`src/rtl/muldiv_unit_if.sv`:
```
// Request/response bundle between the execute stage and the multiply/divide unit.
// master: issues operands, kill and out_ready; slave: the unit, returns in_ready/out_valid/result/busy.
// Backpressure: in_valid/in_ready on the request side, out_valid/out_ready on the result side.
interface muldiv_unit_if #(
    parameter int XLEN = 32
);
    logic            in_valid;
    logic            in_ready;
    logic [2:0]      funct3;
    logic [XLEN-1:0] src_a;
    logic [XLEN-1:0] src_b;
    logic            kill;
    logic            out_valid;
    logic            out_ready;
    logic [XLEN-1:0] result;
    logic            busy;

    modport master (
        output in_valid, funct3, src_a, src_b, kill, out_ready,
        input  in_ready, out_valid, result, busy
    );

    modport slave (
        input  in_valid, funct3, src_a, src_b, kill, out_ready,
        output in_ready, out_valid, result, busy
    );
endinterface

```
`src/rtl/muldiv_unit.sv`:
```
// Iterative RV32M/RV64M multiply/divide unit (shift-add multiply, restoring divide).
// Latency: XLEN/BITS_PER_CYCLE + 2 cycles from accept to out_valid; divide-by-zero/overflow in 1 cycle.
// Backpressure: in_ready only in IDLE; result held in DONE until out_ready; kill flushes to IDLE.
// Ports: clk, rst_n (async active-low), bus (slave side of muldiv_unit_if).
module muldiv_unit #(
    parameter int XLEN           = 32,
    parameter int BITS_PER_CYCLE = 1
) (
    input  logic        clk,
    input  logic        rst_n,
    muldiv_unit_if.slave bus
);
    localparam int N     = XLEN / BITS_PER_CYCLE;
    localparam int CNT_W = $clog2(N);

    typedef enum logic [1:0] {S_IDLE, S_CALC, S_FIX, S_DONE} state_t;

    state_t            r_state, w_state_nxt;
    logic [2:0]        r_op;
    logic              r_sign_a;
    logic              r_neg;
    logic [2*XLEN-1:0] r_acc;     // mul: {partial product, multiplier}; div: low half = dividend/quotient
    logic [XLEN:0]     r_rem;     // divider partial remainder
    logic [XLEN-1:0]   r_opnd;    // multiplicand or divisor magnitude
    logic [XLEN-1:0]   r_result;
    logic [CNT_W-1:0]  r_cnt;

    logic              w_accept, w_is_div, w_sa, w_sb, w_div_zero, w_ovf, w_special;
    logic [XLEN-1:0]   w_a_mag, w_b_mag, w_special_res;
    logic [2*XLEN-1:0] w_acc_step;
    logic [XLEN:0]     w_rem_step, w_sum, w_diff;
    logic [2*XLEN-1:0] w_prod;
    logic [XLEN-1:0]   w_quot, w_remv, w_fix_res;

    // Request decode, only meaningful in the accept cycle.
    always_comb begin
        w_accept   = bus.in_valid && (r_state == S_IDLE) && !bus.kill;
        w_is_div   = bus.funct3[2];
        w_sa       = (bus.funct3 == 3'b001 || bus.funct3 == 3'b010 ||
                      bus.funct3 == 3'b100 || bus.funct3 == 3'b110) && bus.src_a[XLEN-1];
        w_sb       = (bus.funct3 == 3'b001 || bus.funct3 == 3'b100 ||
                      bus.funct3 == 3'b110) && bus.src_b[XLEN-1];
        w_a_mag    = w_sa ? -bus.src_a : bus.src_a;
        w_b_mag    = w_sb ? -bus.src_b : bus.src_b;
        w_div_zero = w_is_div && (bus.src_b == '0);
        w_ovf      = w_is_div && !bus.funct3[0] &&
                     (bus.src_a == {1'b1, {(XLEN-1){1'b0}}}) && (&bus.src_b);
        w_special  = w_div_zero || w_ovf;
        w_special_res = '0;
        if (w_div_zero)
            w_special_res = bus.funct3[1] ? bus.src_a : '1;
        else if (w_ovf)
            w_special_res = bus.funct3[1] ? '0 : bus.src_a;
    end

    // One CALC cycle: BITS_PER_CYCLE shift-add or restoring-divide steps chained combinationally.
    always_comb begin
        w_acc_step = r_acc;
        w_rem_step = r_rem;
        w_sum      = '0;
        w_diff     = '0;
        for (int i = 0; i < BITS_PER_CYCLE; i++) begin
            if (!r_op[2]) begin
                w_sum      = {1'b0, w_acc_step[2*XLEN-1:XLEN]} + (w_acc_step[0] ? {1'b0, r_opnd} : '0);
                w_acc_step = {w_sum, w_acc_step[XLEN-1:1]};
            end else begin
                w_rem_step             = {w_rem_step[XLEN-1:0], w_acc_step[XLEN-1]};
                w_acc_step[XLEN-1:0]   = {w_acc_step[XLEN-2:0], 1'b0};
                w_diff                 = w_rem_step - {1'b0, r_opnd};
                // MSB clear means the trial subtraction did not go negative.
                if (!w_diff[XLEN]) begin
                    w_rem_step    = w_diff;
                    w_acc_step[0] = 1'b1;
                end
            end
        end
    end

    // Sign fix-up and result selection.
    always_comb begin
        w_prod = r_neg ? -r_acc : r_acc;
        w_quot = r_neg ? -r_acc[XLEN-1:0] : r_acc[XLEN-1:0];
        w_remv = r_sign_a ? -r_rem[XLEN-1:0] : r_rem[XLEN-1:0];
        case (r_op)
            3'b000:                  w_fix_res = w_prod[XLEN-1:0];
            3'b001, 3'b010, 3'b011:  w_fix_res = w_prod[2*XLEN-1:XLEN];
            3'b100, 3'b101:          w_fix_res = w_quot;
            default:                 w_fix_res = w_remv;
        endcase
    end

    always_comb begin
        w_state_nxt = r_state;
        case (r_state)
            S_IDLE: if (w_accept) w_state_nxt = w_special ? S_DONE : S_CALC;
            S_CALC: if (r_cnt == CNT_W'(N-1)) w_state_nxt = S_FIX;
            S_FIX:  w_state_nxt = S_DONE;
            S_DONE: if (bus.out_ready) w_state_nxt = S_IDLE;
            default: w_state_nxt = S_IDLE;
        endcase
        if (bus.kill) w_state_nxt = S_IDLE;
    end

    always_ff @(posedge clk or negedge rst_n) begin
        if (!rst_n) begin
            r_state  <= S_IDLE;
            r_op     <= '0;
            r_sign_a <= 1'b0;
            r_neg    <= 1'b0;
            r_acc    <= '0;
            r_rem    <= '0;
            r_opnd   <= '0;
            r_result <= '0;
            r_cnt    <= '0;
        end else begin
            r_state <= w_state_nxt;
            case (r_state)
                S_IDLE: if (w_accept) begin
                    r_op     <= bus.funct3;
                    r_sign_a <= w_sa;
                    r_neg    <= w_sa ^ w_sb;
                    r_cnt    <= '0;
                    r_rem    <= '0;
                    r_result <= w_special_res;
                    r_acc    <= {{XLEN{1'b0}}, w_is_div ? w_a_mag : w_b_mag};
                    r_opnd   <= w_is_div ? w_b_mag : w_a_mag;
                end
                S_CALC: begin
                    r_acc <= w_acc_step;
                    r_rem <= w_rem_step;
                    r_cnt <= r_cnt + CNT_W'(1);
                end
                S_FIX:   r_result <= w_fix_res;
                default: ;
            endcase
        end
    end

    assign bus.in_ready  = (r_state == S_IDLE);
    assign bus.out_valid = (r_state == S_DONE);
    assign bus.busy      = (r_state != S_IDLE);
    assign bus.result    = (r_state == S_DONE) ? r_result : '0;
endmodule

```
`src/flat_wrapper.sv`:
```
// flat-port wrapper written by rule: the top's interface ports become plain ports
module muldiv_unit_flat 
#(
    parameter int XLEN           = 32,
    parameter int BITS_PER_CYCLE = 1
)
  (clk, rst_n, bus_in_valid, bus_funct3, bus_src_a, bus_src_b, bus_kill, bus_out_ready, bus_in_ready, bus_out_valid, bus_result, bus_busy);
  muldiv_unit_if #(.XLEN(XLEN)) bus_i ();
  input  logic clk;
  input  logic rst_n;
  input wire logic [$bits(bus_i.in_valid)-1:0] bus_in_valid;
  input wire logic [$bits(bus_i.funct3)-1:0] bus_funct3;
  input wire logic [$bits(bus_i.src_a)-1:0] bus_src_a;
  input wire logic [$bits(bus_i.src_b)-1:0] bus_src_b;
  input wire logic [$bits(bus_i.kill)-1:0] bus_kill;
  input wire logic [$bits(bus_i.out_ready)-1:0] bus_out_ready;
  output wire logic [$bits(bus_i.in_ready)-1:0] bus_in_ready;
  output wire logic [$bits(bus_i.out_valid)-1:0] bus_out_valid;
  output wire logic [$bits(bus_i.result)-1:0] bus_result;
  output wire logic [$bits(bus_i.busy)-1:0] bus_busy;
  assign bus_i.in_valid = bus_in_valid;
  assign bus_i.funct3 = bus_funct3;
  assign bus_i.src_a = bus_src_a;
  assign bus_i.src_b = bus_src_b;
  assign bus_i.kill = bus_kill;
  assign bus_i.out_ready = bus_out_ready;
  assign bus_in_ready = bus_i.in_ready;
  assign bus_out_valid = bus_i.out_valid;
  assign bus_result = bus_i.result;
  assign bus_busy = bus_i.busy;
  muldiv_unit #(.XLEN(XLEN), .BITS_PER_CYCLE(BITS_PER_CYCLE)) u_core (.clk(clk), .rst_n(rst_n), .bus(bus_i));
endmodule
```
`config.mk`:
```
export PLATFORM = sky130hd
export DESIGN_NAME = muldiv_unit_flat
export DESIGN_NICKNAME = d
export VERILOG_FILES = /design/src/rtl/muldiv_unit_if.sv /design/src/rtl/muldiv_unit.sv /design/src/flat_wrapper.sv
export SDC_FILE = /design/constraint.sdc
export NUM_CORES = 1
export LEC_CHECK = 0
export CORE_ASPECT_RATIO = 1.25
export CORE_MARGIN = 1.5
export CORE_UTILIZATION = 65
export CTS_CLUSTER_DIAMETER = 100
export DETAILED_ROUTE_END_ITERATION = 10
export DONT_BUFFER_PORTS = 1
export PLACE_DENSITY = 0.89
export SLEW_MARGIN = 25
export SYNTH_ARGS = -nofsm -noshare
export SYNTH_HDL_FRONTEND = slang
export SYNTH_SLANG_ARGS = --single-unit
```
`constraint.sdc`:
```
create_clock -name clk -period 10.63 [get_ports clk]
set_input_delay 3.189 -clock clk [delete_from_list [all_inputs] [get_ports clk]]
set_output_delay 3.189 -clock clk [all_outputs]
set_load 0.02 [all_outputs]
```
==> flow_summary.yaml <==
outcome:
  status: "complete, no violations"
detailed_routing:
  vias_per_cell: 7.178
  dr.pass1.iters: 6
  drt-wirelength-per-cell_um: 25.60
  routed_wl_um: 58530
  antenna_left: 0
  drc: 0
  vias: 16410
  dr.first_iter.drc_count: 2072
grt:
  grt_pass1_wl_um: 87470
  grt_pass1_vias: 15070
  grt_max_degree: 173
  grt_antenna_before_repair: 2
  overflow: 0
  grt.total_usage_pct: 46.35
timing:
  layout_min_cycle_time_ns: 6.039
  hold_viol: 0
  slew_violations: 0
  finalSetupViolations: 0
  fin_crit_sh_pct: 56.81
  worst-slew-pin-transition_ns: 1.032
  setup_tns_ns: 0
  clock_skew_ns: 0.01490
  max_freq_ghz: 0.1656
  slew_headroom_pct: 30.94
  rsz0062_at_grt: "false"
cells_and_area:
  diodes: 0
  stdcell_area_sq_um: 16570
  final.fill_count: 2016
  syn_to_final_growth_pct: 4.233
  final_nets: 2097
  layout-drive-gt1-share_pct: 5.150
worst_setup_path:
  crit_buf_inv: 1
  worst-path-stages: 9
  startpoint: "bus_src_b[0]"
  rrSetupSlack_ns: 5.99
  required_ns: 11.00
  arrival_ns: 6.41
  startpoint_type: "input pin"
  crit_chain: "inv_1, ha_1, or3b_2, nor3_1, nand3_1, nor3_1, and3_1, o21ai_0, a31oi_1"
  worstSetupPathType: "in2reg"
  rr_endpoint: "u_core.r_result[30]"
  cp_slowest_cell: "and3_1"
  r2r_cells: 11
  timing.critical_path.mode_cell: "nor3_1"
  path_max_fanout: 30
  timing.critical_path.slowest_cell_delay_ns: 0.91
  r2r-start: "u_core.r_acc[0]"
  cp-end-kind: "register"
  critPathCapture: "u_core.r_result[14]"
  crit_family: "simple AND/OR/NAND/NOR gates"
cts:
  cts_tree: "yes"
  cts_setup_buffers: 0
  clock_sinks: 172
  path_clk_slew_ns: 0.08
  cts_buffer_depth: 2
  cts-htree-levels: 4
  postCtsHoldBufs: 0
  clk-insertion-delay-late_ns: 0.46
  cts_made_buffers: 17
  ctsRootBufferMaster: "clkbuf_16"
  cts_resized: 0
floorplan:
  core_region_area_sq_um: 23880
  die_x_um: 142.9
  die-area_sq_um: 25420
  io_pins: 107
  die_h_um: 177.9
  row_count: 63
  start_util_pct: 66.58
pwr:
  p_per_area_nw_per_um2: 270.3
  peakVddDrop_v: 0.0001747
  cellLeakagePower_nw: 6.940
logic_synthesis:
  syn_nets: 2185
  yosysWarnings: 0
  ys.flop_type: "dfrtp_1"
  ys_seq_area_share_pct: 27.07
  synth_area_sq_um: 15900
  synth_cell_type_count: 75
  async_flop_share_pct: 100.0
  ys_seq_elements: 172
  synth-edff-count: 0
  avgSynthCellArea_sq_um: 7.810
  synth_cells: 2036
run:
  cap_violations: 0
placed_design:
  placed_area_sq_um: 16000
  place_congestion: 1.065
  dpl.hpwl_um: 43820
  port_buffers: 0
worst_hold_path:
  min_path_type: "reg2reg"
-- flip-flops by register name (all words and copies together), names as in the netlist --
register,cells
u_core.r_rem,32
u_core.r_result,32
u_core.r_acc,64
u_core.r_opnd,32
u_core.r_cnt,5
u_core.r_neg,1
u_core.r_sign_a,1
u_core.r_state,2
u_core.r_op,3
-- synth_stat cells, drive strengths merged (8+ instances only) --
master,number,area [sq um]
a21o,24,180.2
a31oi,30,187.7
nand3,42,210.2
a22o,28,245.2
ha,75,938.4
nor2,180,675.7
o41ai,20,182.7
nor4,18,118.9
o22ai,12,75.07
o211ai,26,195.2
a211oi,26,195.2
o221ai,30,262.8
mux2i,49,490.5
or3,21,131.4
o21bai,10,75.07
and2,43,269.0
a21oi,162,810.8
mux2,15,168.9
o21ai,180,900.9
xor2,100,875.8
and3,9,56.30
nand2,206,773.2
nand4,17,106.4
nor2b,16,100.1
nor3,53,265.3
or2,8,50.05
o21a,15,112.6
xnor2,91,797.0
inv,66,247.7
or4,28,240.2
o31ai,46,359.1
clkbuf,109,409.1
nand2b,14,87.58
buf,15,82.57
dfrtp,172,4304
-- cells by family (layout without fill, tap and decap cells) --
logic type	after synthesis	count (layout)	share of synthesized area, %
flops	172	172	27.07
simple gates	676	676	20.51
buf+inv	192	117	4.697
compound gates	664	664	26.91
fa+ha+maj	77	77	6.153
xor+xnor	191	191	10.52
mux	64	64	4.147
-- worst reg2reg max path, stage by stage, from the launching register on --
cell      delay (ns)
dfrtp_1         0.47
inv_1           0.72
ha_1            0.33
nand2b_1        0.09
or4_4           0.52
or4_4           0.65
or4_4           0.64
o31ai_4         0.25
xor2_1          0.20
o221ai_1        0.19
a21oi_1         0.37
nor2_1          0.07
-- worst min path at each step --
stage                                   start                  end  slack, ns  cells after the start
after floorplan           u_core.r_result[17]  u_core.r_result[17]       0.44                      2
after detailed placement      u_core.r_cnt[4]      u_core.r_cnt[4]       0.47                      2
after global routing          u_core.r_cnt[4]      u_core.r_cnt[4]       0.51                      2
final                       u_core.r_opnd[10]    u_core.r_opnd[10]       0.49                      2
after CTS                     u_core.r_cnt[4]      u_core.r_cnt[4]       0.48                      2
after global placement        u_core.r_cnt[4]      u_core.r_cnt[4]       0.46                      2
-- area by class of cell --
cell class | instances | area [sq um] | share of cell area [%]
multi-input cells | 1672 | 10910 | 65.80
repair buffers | 17 | 127.6 | 0.7700
flip-flops and latches | 172 | 4309 | 26.00
clock inverters | 15 | 143.9 | 0.8681
well taps | 325 | 406.6 | 2.453
inverters | 68 | 255.2 | 1.540
clock buffers | 17 | 425.4 | 2.567
-- power breakdown --
group	switching, mW	total (mW)	internal (mW)
clock network	0.323	0.635	0.311
logic	1.63	2.55	0.923
registers	0.406	1.29	0.888
-- metal layers --
| metal | vias to the layer above | global-route usage, % | wire length [um] |
|---|---|---|---|
| met5 | - | 0 | 0 |
| met4 | 0 | 37.11 | 5649 |
| met3 | 316 | 12.60 | 6370 |
| met2 | 1109 | 72.53 | 25960 |
| met1 | 7723 | 53.23 | 20560 |
| li1 | 7261 | - | - |
-- cells in the final DEF (no fill, tap or decap), types with 19 or more instances in the layout --
cell type	n
nand2_1	206
o41ai_1	19
mux2i_1	49
and2_1	43
nor3_1	53
o211ai_1	26
or3_1	21
dfrtp_1	170
or4_1	20
nand3_1	42
o31ai_1	45
xnor2_1	90
xor2_1	100
a211oi_1	26
a31oi_1	30
nor2_1	179
ha_1	74
o221ai_1	30
o21ai_0	165
a21o_1	24
inv_1	66
a21oi_1	161
a22o_1	28
-- stage by stage --
stage	worst slack [ns]	cells	utilization, %	hold WS [ns]	power (mW)
4_1_cts	4.676	2286	69.36	0.4839	4.344
5_1_grt	4.488	2286	69.40	0.5078	4.678
6_report	4.591	2286	69.40	0.4945	4.481
3_5_place_dp	4.226	2254	66.98	0.4668	3.700
3_3_place_gp	4.332	2254	66.98	0.4598	3.631
2_1_floorplan	4.916	2036	-	0.4413	2.960
(Power assumes the default switching activity.)
